`src/rtl/card_select_collector_pkg.sv`:
```
// Shared types and constants for the card select collector.
// Card indices are 1..9; each card maps to one bit of the highlight mask.
package card_sel_pkg;

    typedef enum logic [1:0] {
        PICK1 = 2'd0,
        PICK2 = 2'd1,
        PICK3 = 2'd2,
        HOLD  = 2'd3
    } state_t;

    localparam int unsigned CARD_MIN = 1;
    localparam int unsigned CARD_MAX = 9;
    localparam int unsigned SLOT_W   = 4;
    localparam int unsigned MASK_W   = CARD_MAX;

    // One-hot highlight bit for a card; out-of-range indices decode to zero.
    function automatic logic [MASK_W-1:0] card_to_mask(input logic [SLOT_W-1:0] card);
        logic [MASK_W-1:0] m;
        m = '0;
        if (card >= SLOT_W'(CARD_MIN) && card <= SLOT_W'(CARD_MAX))
            m = MASK_W'(1) << (card - SLOT_W'(1));
        return m;
    endfunction

endpackage

```
`src/rtl/card_select_collector_if.sv`:
```
// Valid/ready handshake carrying the packed card triple to the card-clearing stage.
interface card_select_collector_if;
    logic [11:0] data_out;
    logic        data_valid;
    logic        clear_ready;

    modport master (output data_out, output data_valid, input clear_ready);
    modport slave  (input data_out, input data_valid, output clear_ready);
endinterface

```
`src/rtl/card_select_collector_pick_edge_detect.sv`:
```
// Rising-edge detector for the debounced pick button.
module pick_edge_detect (
    input  logic clk,
    input  logic reset_n,
    input  logic pick,
    output logic rise
);
    logic pick_q;

    always_ff @(posedge clk or negedge reset_n) begin
        if (!reset_n) pick_q <= 1'b0;
        else          pick_q <= pick;
    end

    assign rise = pick & ~pick_q;
endmodule

```
`src/rtl/card_select_collector.sv`:
```
// Collects three distinct card picks and offers {third,second,first} downstream.
// Optional idle-abort timer between picks is enabled by SELECT_TIMEOUT_EN.
module card_select_collector
    import card_sel_pkg::*;
#(
    parameter int unsigned TIMEOUT_CYCLES = 50_000_000,
    parameter int unsigned TMO_W          = 26
) (
    input  logic                  clk,
    input  logic                  reset_n,
    input  logic [SLOT_W-1:0]     card_in,
    input  logic                  pick,
    input  logic                  undo,
    card_select_collector_if.master bus,
    output logic [1:0]            pick_count,
    output logic [MASK_W-1:0]     selected_mask,
    output logic                  reject,
    output logic                  timeout
);
    state_t                   state;
    logic [2:0][SLOT_W-1:0]   slots;
    logic                     data_valid;
    logic                     pick_rise;
    logic [MASK_W-1:0]        card_bit;
    logic [1:0]               undo_idx;
    logic                     do_undo;
    logic                     do_pick;
    logic                     do_accept;
    logic                     do_reject;
    logic                     do_timeout;

    pick_edge_detect u_edge (
        .clk     (clk),
        .reset_n (reset_n),
        .pick    (pick),
        .rise    (pick_rise)
    );

    // Undo beats a simultaneous pick; HOLD ignores both without a reject.
    always_comb begin
        card_bit  = card_to_mask(card_in);
        undo_idx  = pick_count - 2'd1;
        do_undo   = undo && (state == PICK2 || state == PICK3);
        do_pick   = pick_rise && !undo && (state != HOLD);
        do_accept = do_pick && (card_bit != '0) && ((selected_mask & card_bit) == '0);
        do_reject = do_pick && !do_accept;
    end

`ifdef SELECT_TIMEOUT_EN
    logic [TMO_W-1:0] timer;

    assign do_timeout = (state == PICK2 || state == PICK3) && !do_accept && !do_undo
                        && (timer == TMO_W'(TIMEOUT_CYCLES - 1));

    always_ff @(posedge clk or negedge reset_n) begin
        if (!reset_n) begin
            timer   <= '0;
            timeout <= 1'b0;
        end else begin
            timeout <= do_timeout;
            if (state == PICK1 || state == HOLD || do_accept || do_undo || do_timeout)
                timer <= '0;
            else
                timer <= timer + TMO_W'(1);
        end
    end
`else
    assign do_timeout = 1'b0;
    assign timeout    = 1'b0;
`endif

    always_ff @(posedge clk or negedge reset_n) begin
        if (!reset_n) begin
            state         <= PICK1;
            slots         <= '0;
            selected_mask <= '0;
            pick_count    <= '0;
            data_valid    <= 1'b0;
            reject        <= 1'b0;
        end else begin
            reject <= do_reject;
            if (state == HOLD) begin
                if (bus.clear_ready) begin
                    state         <= PICK1;
                    slots         <= '0;
                    selected_mask <= '0;
                    pick_count    <= '0;
                    data_valid    <= 1'b0;
                end
            end else if (do_undo) begin
                slots[undo_idx] <= '0;
                selected_mask   <= selected_mask & ~card_to_mask(slots[undo_idx]);
                pick_count      <= pick_count - 2'd1;
                state           <= (state == PICK3) ? PICK2 : PICK1;
            end else if (do_accept) begin
                slots[pick_count] <= card_in;
                selected_mask     <= selected_mask | card_bit;
                pick_count        <= pick_count + 2'd1;
                unique case (state)
                    PICK1:   state <= PICK2;
                    PICK2:   state <= PICK3;
                    default: begin
                        state      <= HOLD;
                        data_valid <= 1'b1;
                    end
                endcase
            end else if (do_timeout) begin
                state         <= PICK1;
                slots         <= '0;
                selected_mask <= '0;
                pick_count    <= '0;
            end
        end
    end

    assign bus.data_out   = slots;
    assign bus.data_valid = data_valid;
endmodule
```
`src/flat_wrapper.sv`:
```
// flat-port wrapper written by rule: the top's interface ports become plain ports
module card_select_collector_flat import card_sel_pkg::*;
#(
    parameter int unsigned TIMEOUT_CYCLES = 50_000_000,
    parameter int unsigned TMO_W          = 26
)
  (clk, reset_n, card_in, pick, undo, pick_count, selected_mask, reject, timeout, bus_data_out, bus_data_valid, bus_clear_ready);
  card_select_collector_if bus_i ();
  input  logic clk;
  input  logic reset_n;
  input  logic [SLOT_W-1:0] card_in;
  input  logic pick;
  input  logic undo;
  output logic [1:0] pick_count;
  output logic [MASK_W-1:0] selected_mask;
  output logic reject;
  output logic timeout;
  output wire logic [$bits(bus_i.data_out)-1:0] bus_data_out;
  output wire logic [$bits(bus_i.data_valid)-1:0] bus_data_valid;
  input wire logic [$bits(bus_i.clear_ready)-1:0] bus_clear_ready;
  assign bus_data_out = bus_i.data_out;
  assign bus_data_valid = bus_i.data_valid;
  assign bus_i.clear_ready = bus_clear_ready;
  card_select_collector #(.TIMEOUT_CYCLES(TIMEOUT_CYCLES), .TMO_W(TMO_W)) u_core (.clk(clk), .reset_n(reset_n), .card_in(card_in), .pick(pick), .undo(undo), .bus(bus_i), .pick_count(pick_count), .selected_mask(selected_mask), .reject(reject), .timeout(timeout));
endmodule
```
`config.mk`:
```
export PLATFORM = sky130hd
export DESIGN_NAME = card_select_collector_flat
export DESIGN_NICKNAME = d
export VERILOG_FILES = /design/src/rtl/card_select_collector_pkg.sv /design/src/rtl/card_select_collector_if.sv /design/src/rtl/card_select_collector_pick_edge_detect.sv /design/src/rtl/card_select_collector.sv /design/src/flat_wrapper.sv
export SDC_FILE = /design/constraint.sdc
export NUM_CORES = 1
export LEC_CHECK = 0
export BUFFER_PORTS_ARGS = -buffer_cell sky130_fd_sc_hd__buf_2
export CORE_UTILIZATION = 40
export DETAILED_ROUTE_END_ITERATION = 10
export GPL_TIMING_DRIVEN = 0
export PLACE_DENSITY = 0.68
export SLEW_MARGIN = 20
export SYNTH_ARGS = -nofsm -noshare
export SYNTH_HDL_FRONTEND = slang
export SYNTH_SLANG_ARGS = --single-unit
```
`constraint.sdc`:
```
create_clock -name clk -period 3.3 [get_ports clk]
set_input_delay 0.33 -clock clk [delete_from_list [all_inputs] [get_ports clk]]
set_output_delay 0.33 -clock clk [all_outputs]
set_load 0.05 [all_outputs]
```
* After elaboration in Yosys (flattened, before gate mapping) *
Cells that the tools add are included.

cells by class
  add/sub/neg operators = 4
  $lt $le $gt $ge = 8
  equal/unequal tests = 7
  shifts and indexed selects = 2
  multiplexer cells = 33
  bitwise logic cells = 8
  reductions and logical operators = 21

operators with widths
  kind                                                                number
  two-way mux 9 bit                                                   8
  two-way mux 12 bit                                                  4
  AND 9 bit                                                           2
  left shift 1 x 4 -> 9 bit (first input constant)                    2
  demux 4 bit (select 2 bit)                                          2
  two-way mux 2 bit                                                   7
  AND 12 bit                                                          1
  bitwise mux 12 bit                                                  1
  two-way mux 4 bit                                                   3
  NOT 12 bit                                                          1
  logical AND 1 bit                                                   10
  logical NOT 9 bit                                                   1
  NOT 9 bit                                                           1
  OR 9 bit                                                            1
  nonzero test 9 bit                                                  1
  binary-select mux 4 bit (select 2 bit)                              1
  greater-or-equal comparator 4 x 1 -> 1 bit (second input constant)  2
  less-or-equal comparator 4 bit (second input constant)              2
  subtractor 4 x 1 -> 4 bit (second input constant)                   2
  < comparator 2 x 3 -> 1 bit (second input constant)                 2
  two-way mux 1 bit                                                   6
  != test 2 bit (second input constant)                               3
  == test 2 bit (second input constant)                               2
  greater-or-equal comparator 2 x 1 -> 1 bit (second input constant)  2
  other kinds (15)                                                    16

word-level totals
  bits in registers = 28
  output and inout port bits = 26
  logic and storage cells = 92

* Longest topological paths before layout *
Gate-level depths: netlist (run 1).

  depth after elaboration = 12
  mapped depth = 11
  depth with buffers taken out = 10

* Hierarchy *
A second synthesis (run 1) with hierarchy kept.

unflattened totals
  cell total of the unflattened synthesis = 184
  area total of the unflattened synthesis = 1796.7 um^2

modules (own cells, without submodules)
  module                 times used  cells each  area each (um^2)  seq. area each (um^2)
  card_select_collector  1           182         1757.9            675.6
  pick_edge_detect       1           2           38.8              25.0

* Least setup slack after synthesis (run 1) *
OpenSTA, ideal clock, no wires.

  path kind = flip-flop to flip-flop
  start = register u_core.pick_count[0]
  end = register u_core.selected_mask[8]
  library setup time = 0.077 ns
  arrival = 2.794 ns
  required time = 3.223 ns
  setup slack = 0.429 ns
  cell stages (with the launch flop) = 11
  path buffers = 1
  period minus slack after synthesis = 2.871 ns
  path through = dfrtp_1 -> clkbuf_1 -> inv_1 -> ha_1 -> nor2b_1 -> a22oi_1 -> nor2b_1 -> ha_1 -> nor2b_1 -> a31o_2 -> a21oi_1

between the ends
  cells in the longest elaborated chain, start to end = 12

RTL lines
  item                                                                   line                                                              text
  start: declaration                                                     card_select_collector.sv:15                                       output logic [1:0] pick_count,
  start signal: assignment                                               card_select_collector.sv:93                                       pick_count <= pick_count - 2'd1;
  start signal: assignment                                               card_select_collector.sv:98                                       pick_count <= pick_count + 2'd1;
  subtractor 2 x 1 -> 2 bit *                                            card_select_collector.sv:42                                       undo_idx = pick_count - 2'd1;
  binary-select mux 4 bit (select 2 bit) *                               card_select_collector.sv:92                                       selected_mask <= selected_mask & ~card_to_mask(slots[undo_idx]);
  two-way mux 4 bit (not written as such) *                              card_select_collector.sv:92
  subtractor 4 x 1 -> 4 bit, or another cell as far along                card_select_collector_pkg.sv:22                                   m = MASK_W'(1) << (card - SLOT_W'(1));
  left shift 1 x 4 -> 9 bit / logical AND 1 bit (equally long branches)  card_select_collector_pkg.sv:22, card_select_collector_pkg.sv:21
  two-way mux 9 bit *                                                    card_select_collector_pkg.sv:21                                   if (card >= SLOT_W'(CARD_MIN) && card <= SLOT_W'(CARD_MAX))
  two-way mux 9 bit *                                                    card_select_collector.sv:90                                       end else if (do_undo) begin
  two-way mux 9 bit *                                                    card_select_collector.sv:82                                       if (state == HOLD) begin
  NOT 9 bit *                                                            card_select_collector.sv:92
  AND 9 bit *                                                            card_select_collector.sv:92
  two-way mux 9 bit *                                                    card_select_collector.sv:90
  two-way mux 9 bit *                                                    card_select_collector.sv:82
  end signal: assignment                                                 card_select_collector.sv:92
  end signal: assignment                                                 card_select_collector.sv:97                                       selected_mask <= selected_mask | card_bit;
  end: declaration                                                       card_select_collector.sv:16                                       output logic [MASK_W-1:0] selected_mask,

Mark *: on every way between the ends. The rest lies on a longest branch, timed or not. The select of a mux whose other input is x is not followed.
A chain may end at the register's enable or synchronous reset.

* Worst setup path after layout (run 1) *
Same ends and word-level chain as after synthesis.

==> results of run 1 <==
## registers in the layout, indices dropped and copies added (netlist names)
register               cells
u_core.bus.data_out       12
u_core.bus.data_valid      1
u_core.pick_count          2
u_core.reject              1
u_core.selected_mask       9
u_core.state               2
u_core.u_edge.pick_q       1
## cell type report
cell class	instances	area share [%]
sequential	28	33.8
inverter	10	1.81
clock inverter	1	1.45
clock buffer	3	1.99
buffer	12	3.38
timing repair buffer	33	7.97
multi-input combinational	134	46.6
tap	50	3.02
## power by group
group	switching, W	internal [W]	total (W)
clock network	0.000116	0.000163	0.000279
logic	0.000732	0.000314	0.00105
registers	0.0000870	0.000448	0.000535
## path summary, 6_finish.rpt
path,end,cells after the start,startpoint,slack (ns)
max,u_core.selected_mask[8],10,u_core.pick_count[0],0.34
min,u_core.pick_count[0],1,reset_n,0.06
max reg2reg,u_core.selected_mask[8],10,u_core.pick_count[0],0.34
min reg2reg,u_core.bus.data_valid,2,u_core.bus.data_valid,0.50
max in group asynchronous,u_core.bus.data_out[10],1,reset_n,2.83
min in group clk,u_core.u_edge.pick_q,1,pick,0.16
## kinds of logic (layout without fill, tap and decap cells)
family	after synthesis	in the layout	share of synthesized area [%]
buf+inv	22	59	6.06
fa+ha+maj	11	11	7.76
other cells	1	1	0.211
simple gates	62	62	18.3
flops	28	28	39.5
mux	6	6	3.81
compound gates	54	54	24.3
## worst max-delay path, cell delays in order, from the launching register on
cell	delay [ns]
dfrtp_1	0.41
clkbuf_1	0.32
inv_1	0.14
ha_1	0.43
nor2b_1	0.13
a22oi_1	0.38
nor2b_1	0.25
ha_1	0.30
nor2b_1	0.17
a31o_2	0.26
a21oi_1	0.11
## through the flow
step	power, W	utilization, %	hold WS (ns)	std cells
4_1_cts	0.00186	50.4	0.0823	271
6_report	0.00186	50.4	0.0556	271
2_1_floorplan	0.00133	-	0.0344	184
5_1_grt	0.00198	50.4	0.0985	271
3_3_place_gp	0.00157	48.6	0.388	267
3_5_place_dp	0.00158	48.6	0.386	267
## layer usage
layer / routed length [um] / part of all wire [%] / GRT usage (%)
met1: 2200 / 49 / 30.9
met5: 0 / 0 / 0
met2: 2030 / 45 / 31.4
met4: 65 / 1.4 / 5.73
met3: 221 / 4.9 / 2.47
## cells in the final DEF, fill, tap and decap left out, types with 2 or more instances in the layout
| cell type | count |
|---|---|
| o221ai_1 | 2 |
| nand2_1 | 8 |
| buf_4 | 2 |
| a21oi_1 | 4 |
| mux2_2 | 6 |
| ha_1 | 11 |
| a31oi_1 | 3 |
| nand4_1 | 2 |
| clkbuf_8 | 3 |
| nand2b_1 | 4 |
| a211oi_1 | 2 |
| and3b_1 | 2 |
| clkbuf_1 | 5 |
| dfrtp_1 | 28 |
| a22o_1 | 5 |
| o21ai_0 | 7 |
| o211ai_1 | 4 |
| inv_1 | 10 |
| nor2b_1 | 6 |
| nor3_1 | 7 |
| a32o_1 | 12 |
| and2_1 | 3 |
| buf_2 | 35 |
| nor2_1 | 21 |
| a41oi_1 | 2 |
| o2111ai_1 | 3 |
| buf_6 | 2 |
| nor3b_1 | 3 |
==> results.ini, run 1 <==
[floorplan]
coreArea_sq_mm=0.00412
die_area_sq_mm=0.00471
start_util_pct=43.1
num_rows=23
dieHeight_um=68.6
die_w_um=68.6
ios=35

[pwr]
ir_worst_vdd_uv=505
p_leak_nw=0.976
pwr_density_cell_mw_per_mm2=897

[timing]
period_share_pct=89.8
fin_ws_ns=0.338
setup_viol=0
drv_slew=0
tightest_slew_ns=0.629
finClkSkew_ns=0.00376
fin_crit_ns=2.96
setup_tns_ns=0
finalHoldViolations=0
rsz0062_at_grt=false
slew_headroom_pct=58.0
max_freq_ghz=0.338

[worst_setup_path]
cp-end-kind=flip-flop
crit_required_ns=3.51
crit_type=flip-flop to flip-flop
cp-start-kind=flip-flop
cp_max_fo=8
cp_data_arrival_time_ns=3.17

[synthesis]
yosysSeqAreaShare_pct=39.5
synthFlopType=dfrtp_1
ys_top_cells_by_count=dfrtp_1, nor2_1, a32o_1
synthArstFlopShare_pct=100
yosysTopAreaCell=dfrtp_1
synthCells=184
syn_area_per_cell_sq_um=9.64
syn_area_sq_mm=0.00177
synth_top_cell_area_share_pct=39.5
synth.distinct_cells=45
synth_nets=204
ys_warn_count=0
synth-seq-cells=28
yosysMostFrequentCell=dfrtp_1
yosys-top-cells-area=dfrtp_1, ha_1, a32o_1, nor2_1, mux2_2
synth_edf_count=0

[clocking]
cts-hold-fix-buffers=0
clkSinkCount=28
htree_levels=1
clk_pin_slew_ns=0.10
cts.repair.resized=0
clk_path_buf_depth=2
cts_setup_buffers=0
numCtsBuffers=3
clock-root-buffer=clkbuf_8
insertion_delay_ns=0.28
cts_tree=built

[placed_design]
place_area_sq_mm=0.00200
place.detailed.hpwl_um=3240
io_buffers=33
dp_slack_ns=0.382
place_congestion=0.823

[final_layout]
drive_gt1_share_pct=24.4
fin_nets=242
antenna_cells=0
final_area_sq_mm=0.00207
num-fill-cells=396
syn_to_final_growth_pct=16.9
multi_input_area_sq_um=966
regArea_sq_um=701

[detailed_routing]
wl_per_cell_um=16.7
totalWireLength_um=4510
viasPerCell=5.86
ant_nets=0
drc=0
dr.pass1.iters=4
dr_total_vias=1588
drtIter0Drc=117

[global_route]
grt_pass1_wl_um=7150
antenna_found_initial=0
grt.total_usage_pct=20.7
grt_max_degree=29
grt_pass1_vias=1440
overflow=0

[run_status]
status=finished, final reports clean

[run]
maxCapViolCount=0

[worst_hold_path]
hp-class=input pin to asynchronous set/reset pin

No activity file was read; power rests on OpenSTA's default activity.
==> run 2, diff against run 1 <==
--- a/config.mk
+++ b/config.mk
@@ -5,11 +5,12 @@
 export SDC_FILE = /design/constraint.sdc
 export NUM_CORES = 1
 export LEC_CHECK = 0
+export ABC_AREA = 1
 export BUFFER_PORTS_ARGS = -buffer_cell sky130_fd_sc_hd__buf_2
 export CORE_UTILIZATION = 40
 export DETAILED_ROUTE_END_ITERATION = 10
 export GPL_TIMING_DRIVEN = 0
-export PLACE_DENSITY = 0.68
+export PLACE_DENSITY = 0.67
 export SLEW_MARGIN = 20
 export SYNTH_ARGS = -nofsm -noshare
 export SYNTH_HDL_FRONTEND = slang
==> results.ini, run 2 <==
[floorplan]
dieHeight_um=73.4
start_util_pct=42.3
die_area_sq_mm=0.00538
num_rows=25
coreArea_sq_mm=0.00482
die_w_um=73.4
ios=35

[placed_design]
place_area_sq_mm=0.00227
place.detailed.hpwl_um=3740
io_buffers=30
place_congestion=0.892

[global_route]
grt.total_usage_pct=20.8
grt_pass1_wl_um=8490
grt_max_degree=29
antenna_found_initial=0
overflow=0
grt_pass1_vias=1765

[worst_setup_path]
cp-end-kind=flip-flop
cp-start-kind=flip-flop
reg2reg_from=u_core.pick_count[0]
cp_max_fo=10
critical_path_buf_inv_count=3
crit_top_cell=inv_1
slowest_delay_ns=0.56
cp_cell_sequence=inv_1 > ha_1 > inv_1 > nand2_1 > o21ai_0 > nor2_1 > ha_1 > inv_1 > nor3_1 > a31oi_1 > nand3_1 > nand2_1
cpMaxStageDelayCell=dfrtp_1
crit_required_ns=3.48
cp_data_arrival_time_ns=3.03
cp-startpoint=u_core.pick_count[0]
crit_type=flip-flop to flip-flop
crit_family=adder cells

[final_layout]
layout_common_cells=nand2_1, nand3_1, inv_1
drive_gt1_share_pct=21.1
final_area_sq_mm=0.00234
layout.cells.most_common=nand2_1
num-fill-cells=512
largest_reg_flops=12
antenna_cells=0
fin_nets=339
utilization_pct=48.6
syn_to_final_growth_pct=15.0

[clocking]
htree_levels=1
cts_setup_buffers=0
insertion_delay_ns=0.28
cts.repair.resized=0
cts_tree=built
numCtsBuffers=3
clock-root-buffer=clkbuf_8
cts-hold-fix-buffers=0
clkSinkCount=28
clk_pin_slew_ns=0.11
clk_path_buf_depth=2

[timing]
finClkSkew_ns=0.00727
rsz0062_at_grt=false
tightest_slew_ns=0.643
finalHoldViolations=0
period_share_pct=86.5
fin_hold_ws_ns=0.0587
fin_crit_ns=2.85
setup_tns_ns=0
drv_slew=0
slew_headroom_pct=57.1
setup_viol=0
max_freq_ghz=0.350

[synthesis]
ys_warn_count=0
yosysTopAreaCell=dfrtp_1
synth.distinct_cells=31
synth_nets=304
synthFlopType=dfrtp_1
yosysMostFrequentCell=nand2_1
synthCells=284
yosysSeqAreaShare_pct=34.4
synth_edf_count=0
yosys-top-cells-area=dfrtp_1, nand2_1, nand3_1, ha_1, inv_1
syn_area_sq_mm=0.00204
synth-seq-cells=28
synthArstFlopShare_pct=100
ys_top_cells_by_count=nand2_1, nand3_1, inv_1
synth_top_cell_area_share_pct=34.4
syn_area_per_cell_sq_um=7.17

[detailed_routing]
dr.pass1.iters=5
drc=0
totalWireLength_um=5000
ant_nets=0
viasPerCell=4.99
dr_total_vias=1920
wl_per_cell_um=13.0
drtIter0Drc=112

[pwr]
power_frac_comb_pct=66.9
p_sw_w=0.00156
clockPowerShare_pct=10.4
p_leak_nw=1.25
sequentialPowerShare_pct=22.7
ir_worst_vdd_uv=548
pwr_density_cell_mw_per_mm2=1160
internal-power_w=0.00115
sw_frac_of_total_pct=57.7

[run]
maxCapViolCount=0

[worst_hold_path]
hp-class=input pin to asynchronous set/reset pin

[run_status]
status=finished, final reports clean

-- run 2: cell families after synthesis --
family	share of synthesized area, %
and+or+nand+nor	37.7
buffers and inverters	10.5
AOI/OAI and AO/OA	10.5
DFF	34.4
adders and majority gates	6.76
other	0.184
-- run 2: area by class of cell --
cell class	instances	area [sq um]	area share, %
buffer	10	75.1	3.21
inverter	37	139	5.93
timing repair buffer	30	150	6.41
multi-input combinational	209	1120	47.9
sequential	28	701	29.9
clock buffer	3	41.3	1.76
clock inverter	1	30.0	1.28
tap	67	83.8	3.58
-- run 2: metrics by stage --
stage | total power [W] | worst slack (ns) | cells
floorplan | 0.00202 | 0.492 | 284
global placement | 0.00240 | 0.529 | 381
detailed placement | 0.00243 | 0.504 | 381
CTS | 0.00271 | 0.480 | 385
global route | 0.00295 | 0.213 | 385
finish | 0.00271 | 0.446 | 385
-- run 2: worst paths after layout --
check / end / depth (start not counted) / slack [ns]
min: u_core.bus.data_out[1] / 1 / 0.06
max in group asynchronous: u_core.pick_count[0] / 1 / 2.82
max: u_core.selected_mask[8] / 12 / 0.45
min reg2reg: u_core.bus.data_out[1] / 2 / 0.50
max reg2reg: u_core.selected_mask[8] / 12 / 0.45
min in group clk: u_core.u_edge.pick_q / 1 / 0.17
-- run 2: power by group through the flow --
| stage | sequential (W) | clock, W | combinational [W] |
|---|---|---|---|
| 2_1_floorplan | 0.00102 | 0 | 0.00100 |
| 3_3_place_gp | 0.000616 | 0 | 0.00179 |
| 3_5_place_dp | 0.000619 | 0 | 0.00181 |
| 4_1_cts | 0.000614 | 0.000286 | 0.00181 |
| 5_1_grt | 0.000636 | 0.000300 | 0.00201 |
| 6_report | 0.000615 | 0.000281 | 0.00181 |
-- run 2: layer usage --
layer  vias to the layer above  share of wire [%]  track usage [%]
li1                        991                  -                -
met1                       879                 53             30.9
met2                        43                 42             32.0
met3                         7                4.1             2.74
met4                         0                1.4             4.91
met5                         -                  0                0
